===== src/rtl/depth_sequencer.sv =====
// depth_sequencer: per-frame ball depth sequencer (serve, recede, approach, paddle check).
// Optional speed-up on paddle hits is enabled by defining DEPTH_SEQ_SPEEDUP_EN.
module depth_sequencer #(
    parameter int Z_MAX          = 127,
    parameter int SPEED_INIT     = 2,
    parameter int SPEED_MAX      = 8,
    parameter int SERVE_DELAY    = 60,
    parameter int SPEED_UP_EVERY = 4
) (
    input  logic       frame_clk,
    input  logic       Reset,
    input  logic       serve_req,
    input  logic       paddle_hit,
    output logic [9:0] pos_z,
    output logic       dir,
    output logic       ball_active,
    output logic       serve_ack,
    output logic       miss,
    output logic [7:0] hit_count,
    output logic [3:0] speed
);

    localparam int CNT_W = (SERVE_DELAY > 1) ? $clog2(SERVE_DELAY) : 1;

    localparam logic [9:0]       ZMAX_C       = 10'(Z_MAX);
    localparam logic [3:0]       SPEED_INIT_C = 4'(SPEED_INIT);
    localparam logic [CNT_W-1:0] SERVE_LOAD_C = CNT_W'(SERVE_DELAY - 1);
    localparam logic [CNT_W-1:0] CNT_ZERO_C   = CNT_W'(0);
    localparam logic [CNT_W-1:0] CNT_ONE_C    = CNT_W'(1);

`ifdef DEPTH_SEQ_SPEEDUP_EN
    localparam logic [3:0] SPEED_MAX_C   = 4'(SPEED_MAX);
    localparam logic [7:0] SPEED_EVERY_C = 8'(SPEED_UP_EVERY);
`endif

    // Reject parameter sets the datapath widths cannot represent.
    generate
        if ((Z_MAX < 1) || (Z_MAX > 1023) ||
            (SPEED_INIT < 1) || (SPEED_INIT > 15) ||
            (SPEED_MAX < SPEED_INIT) || (SPEED_MAX > 15) ||
            (SERVE_DELAY < 1) ||
            (SPEED_UP_EVERY < 1) || (SPEED_UP_EVERY > 255)) begin : g_bad_cfg
            $error("depth_sequencer: invalid parameter set");
        end
    endgenerate

    typedef enum logic [2:0] {
        ST_IDLE     = 3'd0,
        ST_SERVE    = 3'd1,
        ST_RECEDE   = 3'd2,
        ST_APPROACH = 3'd3,
        ST_CHECK    = 3'd4
    } state_t;

    state_t           state_r;
    state_t           state_s;
    logic [9:0]       pos_z_r;
    logic [9:0]       pos_z_s;
    logic             dir_r;
    logic             dir_s;
    logic             ball_active_r;
    logic             ball_active_s;
    logic             serve_ack_r;
    logic             serve_ack_s;
    logic             miss_r;
    logic             miss_s;
    logic [7:0]       hit_count_r;
    logic [7:0]       hit_count_s;
    logic [3:0]       speed_r;
    logic [3:0]       speed_s;
    logic [CNT_W-1:0] serve_cnt_r;
    logic [CNT_W-1:0] serve_cnt_s;
    logic [10:0]      sum_s;

    // Next-state, next-position and next-output computation.
    always_comb begin
        state_s     = state_r;
        pos_z_s     = pos_z_r;
        serve_ack_s = 1'b0;
        miss_s      = 1'b0;
        hit_count_s = hit_count_r;
        serve_cnt_s = serve_cnt_r;
`ifdef DEPTH_SEQ_SPEEDUP_EN
        speed_s     = speed_r;
`else
        speed_s     = SPEED_INIT_C;
`endif
        // 11-bit sum so a step past the far wall is seen before clamping.
        sum_s       = {1'b0, pos_z_r} + {7'd0, speed_r};

        case (state_r)
            ST_IDLE: begin
                pos_z_s = 10'd0;
                if (serve_req) begin
                    state_s     = ST_SERVE;
                    serve_ack_s = 1'b1;
                    hit_count_s = 8'd0;
                    speed_s     = SPEED_INIT_C;
                    serve_cnt_s = SERVE_LOAD_C;
                end else begin
                    state_s = ST_IDLE;
                end
            end
            ST_SERVE: begin
                pos_z_s = 10'd0;
                if (serve_cnt_r == CNT_ZERO_C) begin
                    state_s = ST_RECEDE;
                end else begin
                    serve_cnt_s = serve_cnt_r - CNT_ONE_C;
                end
            end
            ST_RECEDE: begin
                if (sum_s >= {1'b0, ZMAX_C}) begin
                    pos_z_s = ZMAX_C;
                    state_s = ST_APPROACH;
                end else begin
                    pos_z_s = sum_s[9:0];
                end
            end
            ST_APPROACH: begin
                // Borrow check up front: the position never wraps below zero.
                if (pos_z_r <= {6'd0, speed_r}) begin
                    pos_z_s = 10'd0;
                    state_s = ST_CHECK;
                end else begin
                    pos_z_s = pos_z_r - {6'd0, speed_r};
                end
            end
            ST_CHECK: begin
                pos_z_s = 10'd0;
                if (paddle_hit) begin
                    state_s = ST_RECEDE;
                    if (hit_count_r == 8'hFF) begin
                        hit_count_s = 8'hFF;
                    end else begin
                        hit_count_s = hit_count_r + 8'd1;
                    end
`ifdef DEPTH_SEQ_SPEEDUP_EN
                    if ((hit_count_s != 8'd0) && ((hit_count_s % SPEED_EVERY_C) == 8'd0)) begin
                        if (speed_r >= SPEED_MAX_C) begin
                            speed_s = SPEED_MAX_C;
                        end else begin
                            speed_s = speed_r + 4'd1;
                        end
                    end else begin
                        speed_s = speed_r;
                    end
`endif
                end else begin
                    state_s = ST_IDLE;
                    miss_s  = 1'b1;
                end
            end
            default: begin
                state_s = ST_IDLE;
                pos_z_s = 10'd0;
            end
        endcase

        dir_s         = (state_s == ST_RECEDE);
        ball_active_s = (state_s != ST_IDLE);
    end

    // State and registered outputs; Reset clears everything asynchronously.
    always_ff @(posedge frame_clk or negedge Reset) begin
        if (!Reset) begin
            state_r       <= ST_IDLE;
            pos_z_r       <= 10'd0;
            dir_r         <= 1'b0;
            ball_active_r <= 1'b0;
            serve_ack_r   <= 1'b0;
            miss_r        <= 1'b0;
            hit_count_r   <= 8'd0;
            speed_r       <= SPEED_INIT_C;
            serve_cnt_r   <= CNT_ZERO_C;
        end else begin
            state_r       <= state_s;
            pos_z_r       <= pos_z_s;
            dir_r         <= dir_s;
            ball_active_r <= ball_active_s;
            serve_ack_r   <= serve_ack_s;
            miss_r        <= miss_s;
            hit_count_r   <= hit_count_s;
            speed_r       <= speed_s;
            serve_cnt_r   <= serve_cnt_s;
        end
    end

    assign pos_z       = pos_z_r;
    assign dir         = dir_r;
    assign ball_active = ball_active_r;
    assign serve_ack   = serve_ack_r;
    assign miss        = miss_r;
    assign hit_count   = hit_count_r;
    assign speed       = speed_r;

endmodule


===== config.mk =====
export PLATFORM = sky130hd
export DESIGN_NAME = depth_sequencer
export DESIGN_NICKNAME = d
export VERILOG_FILES = /design/src/rtl/depth_sequencer.sv
export SDC_FILE = /design/constraint.sdc
export NUM_CORES = 1
export LEC_CHECK = 0
export CORE_MARGIN = 5
export CORE_UTILIZATION = 53
export DETAILED_ROUTE_END_ITERATION = 8
export PLACE_DENSITY = 0.89
export SLEW_MARGIN = 20
export SYNTH_ARGS = -nofsm -noshare
export SYNTH_HDL_FRONTEND = slang
export SYNTH_SLANG_ARGS = --single-unit

===== constraint.sdc =====
create_clock -name frame_clk -period 2.35 [get_ports frame_clk]
set_input_delay 0.47 -clock frame_clk [delete_from_list [all_inputs] [get_ports frame_clk]]
set_output_delay 0.47 -clock frame_clk [all_outputs]
set_load 0.05 [all_outputs]

==> summary.txt <==
Hold_buf cts = 0
Setup CP Type = flop to output pin
Global-route usage over all layers = 19.1%
Final period utilization = 94.2%
# DRC = 0
XOR/XNOR Fraction of Synth Area = 6.33%
Synth Flop Type = dfrtp_1
Worst Path Buf+Inv = 1
Cts repair resizes = 0
Hold Fails Final Rpt = 0
Initial Utilization = 54.3%
RSZ-0062 raised after global routing = no
Synth Area in Simple Gates = 23.0%
Fin area = 2130 µm²
Critical Path Slowest Stage Cell = clkdlybuf4s50_1
Distinct cells, synth = 55
Post-Route M1 WL = 1750 µm
Max VDD drop = 538 µV
Setup_tns = 0 ns
Post-synthesis mux area share = 1.67%
Standard-cell rows = 21
Clock Skew = 0.0164 ns
Wirelength, routed = 3820 µm
CTS sink cnt = 31
Worst setup SP type = flop
Initial antenna violation count = 0
Type of the worst min-delay path = input pin to async pin
WP depth = 1
Synth-to-Final Area Change = 18.5%
Die ar. = 4660 µm²
Largest family of logic cells by synthesized area = simple AND/OR/NAND/NOR gates
Pin count of the biggest net entering global routing = 32
Die W = 68.2 µm
Number of enable flip-flop cells after synthesis = 0
Mapped cell area = 1800 µm²
Pre-antenna DRT Iters = 4
IO Port Bufs = 25
Postcts setup bufs = 0
Share of cells above drive strength 1 = 8.18%
Final #Nets = 229
Share of flip-flops with an asynchronous set or reset = 100%
First-pass GRT wire length = 6540 µm
Area post-placement = 2080 µm²
Crit. End Element = output pin
Max incr delay on CP = 0.87 ns
Met3 WL = 204 µm
Tmin final = 2.21 ns
Most frequent cells in the layout = dfrtp_1, nand2_1, clkdlybuf4s50_1
Yosys Warn Count = 0
Layout Utilization = 64.4%
Gate Count Post-Synth = 192
Detail Placement HPWL = 2770 µm
Pwr per Cell Area = 633 nW/µm²
Setup violators final = 0
Layout Cells excl Fill = 266
WP data required = 1.88 ns
CTS root buf = clkbuf_4
Met2 wire length = 1810 µm
Worst Reg2Reg Path Length in Cells = 7
Initial DRC count = 155
Worst-Margin Slew = 0.602 ns
Synthesized area per cell = 9.36 µm²
Die H = 68.2 µm
Worst-path clk slew = 0.10 ns
Placed cell count = 258
Post-Synth Adder-Cell Area = 4.18%
Seq/Total Area, Yosys = 43.1%
Io pins = 30
Worst-case clock buffer depth = 2
WL per Instance = 14.3 µm
CTS buffer count = 5
Core Footprint = 3310 µm²
Vias in the first global route = 1,427
Rel. slew slack = 59.7%
Worst-path cell chain = clkdlybuf4s50_1
Synth Area in Compound Gates = 14.9%
H-tree levels = 2
Routability cong. = 0.919
Max-Cap Viols = 0
CP max FO = 8
Overflow after GRT = 0
Static leakage = 1.03 nW
CP top delay family = buffers and inverters
Ant diodes = 0
Max layer used = met4
Commonest non-fill, non-tap cell in the layout = dfrtp_1
Outcome = finished clean
Worst EP arrival = 1.74 ns
TritonCTS clock tree = built
Tot Pwr = 1.35 mW
Yosys reg bits = 31
Clk_lat worst skew = 0.34 ns
Final Slew Violations = 0
Detail Route Antenna Nets = 0
Via Count = 1,454
Vias per Instance = 5.47
FMAX = 452 MHz
layer usage:
layer  vias to the layer above  global-route usage [%]
li1                        725                       -
met1                       680                    24.5
met2                        44                    30.2
met3                         5                    5.09
met4                         0                    7.94
met5                         -                       0
synth_stat cells, drive strengths merged (2+ instances only):
cell type,number,area [µm²]
mux2i,3,30.0
buf,7,53.8
clkbuf,5,18.8
a21oi,6,30.0
conb,2,7.51
nand3,7,35.0
ha,6,75.1
nor2,15,56.3
inv,10,37.5
and3,3,18.8
nand2b,2,12.5
o21ai,4,23.8
nor2b,3,18.8
a31oi,5,31.3
nand2,24,90.1
nor3,7,35.0
nor4,2,18.8
dfrtp,31,776
xor2,4,35.0
xnor2,9,78.8
nand4,5,31.3
a211o,2,17.5
o22ai,2,12.5
a2111oi,2,25.0
and4,2,17.5
path summary, 6_finish.rpt:
path / end / slack, ns / startpoint
setup / recovery: pos_z[4] / 0.14 / pos_z[4]
hold / removal: state_r[1] / 0.52 / Reset
setup reg to reg: dir / 0.28 / pos_z[1]
hold reg to reg: serve_cnt_r[5] / 0.54 / serve_cnt_r[5]
max in group asynchronous: serve_cnt_r[5] / 1.54 / Reset
min in group frame_clk: serve_cnt_r[5] / 0.54 / serve_cnt_r[5]
registers in the layout, summed over array words and instances (netlist names):
name,cells
state_r,3
dir,1
serve_ack,1
hit_count,8
serve_cnt_r,6
pos_z,10
ball_active,1
miss,1
cell type report:
class                           instances  area [µm²]
Timing Repair Buffer                   30         290
Sequential cell                        31         776
Multi-Input combinational cell        140         916
Tap cell                               46        57.6
Clock inverter                          1        5.00
Inverter                               11        41.3
Clock buffer                            7        45.0
Fill cell                             299        1180
metrics by stage:
stage | worst slack, ns | hold slack, ns
2_1_floorplan | 0.150 | 0.174
3_3_place_gp | 0.307 | 0.507
3_5_place_dp | 0.296 | 0.523
4_1_cts | 0.0744 | 0.524
5_1_grt | 0.0587 | 0.538
6_report | 0.136 | 0.516
kinds of logic (layout without fill, tap and decap cells):
family,Yosys count,count (layout)
AO/OA/AOI/OAI,35,35
XOR/XNOR,13,13
adder cells (fa/ha/maj),6,6
buffers and inverters,23,49
flip-flops,31,31
multiplexers,3,3
other,2,4
AND/OR/NAND/NOR,79,79
where the power goes:
part / internal (mW) / total (mW) / leakage (nW) / switching [mW]
clock network: 0.116 / 0.299 / 0.0293 / 0.183
logic: 0.151 / 0.369 / 0.598 / 0.219
registers: 0.601 / 0.680 / 0.405 / 0.0792
Note: power is estimated with default switching activity, not from simulation.
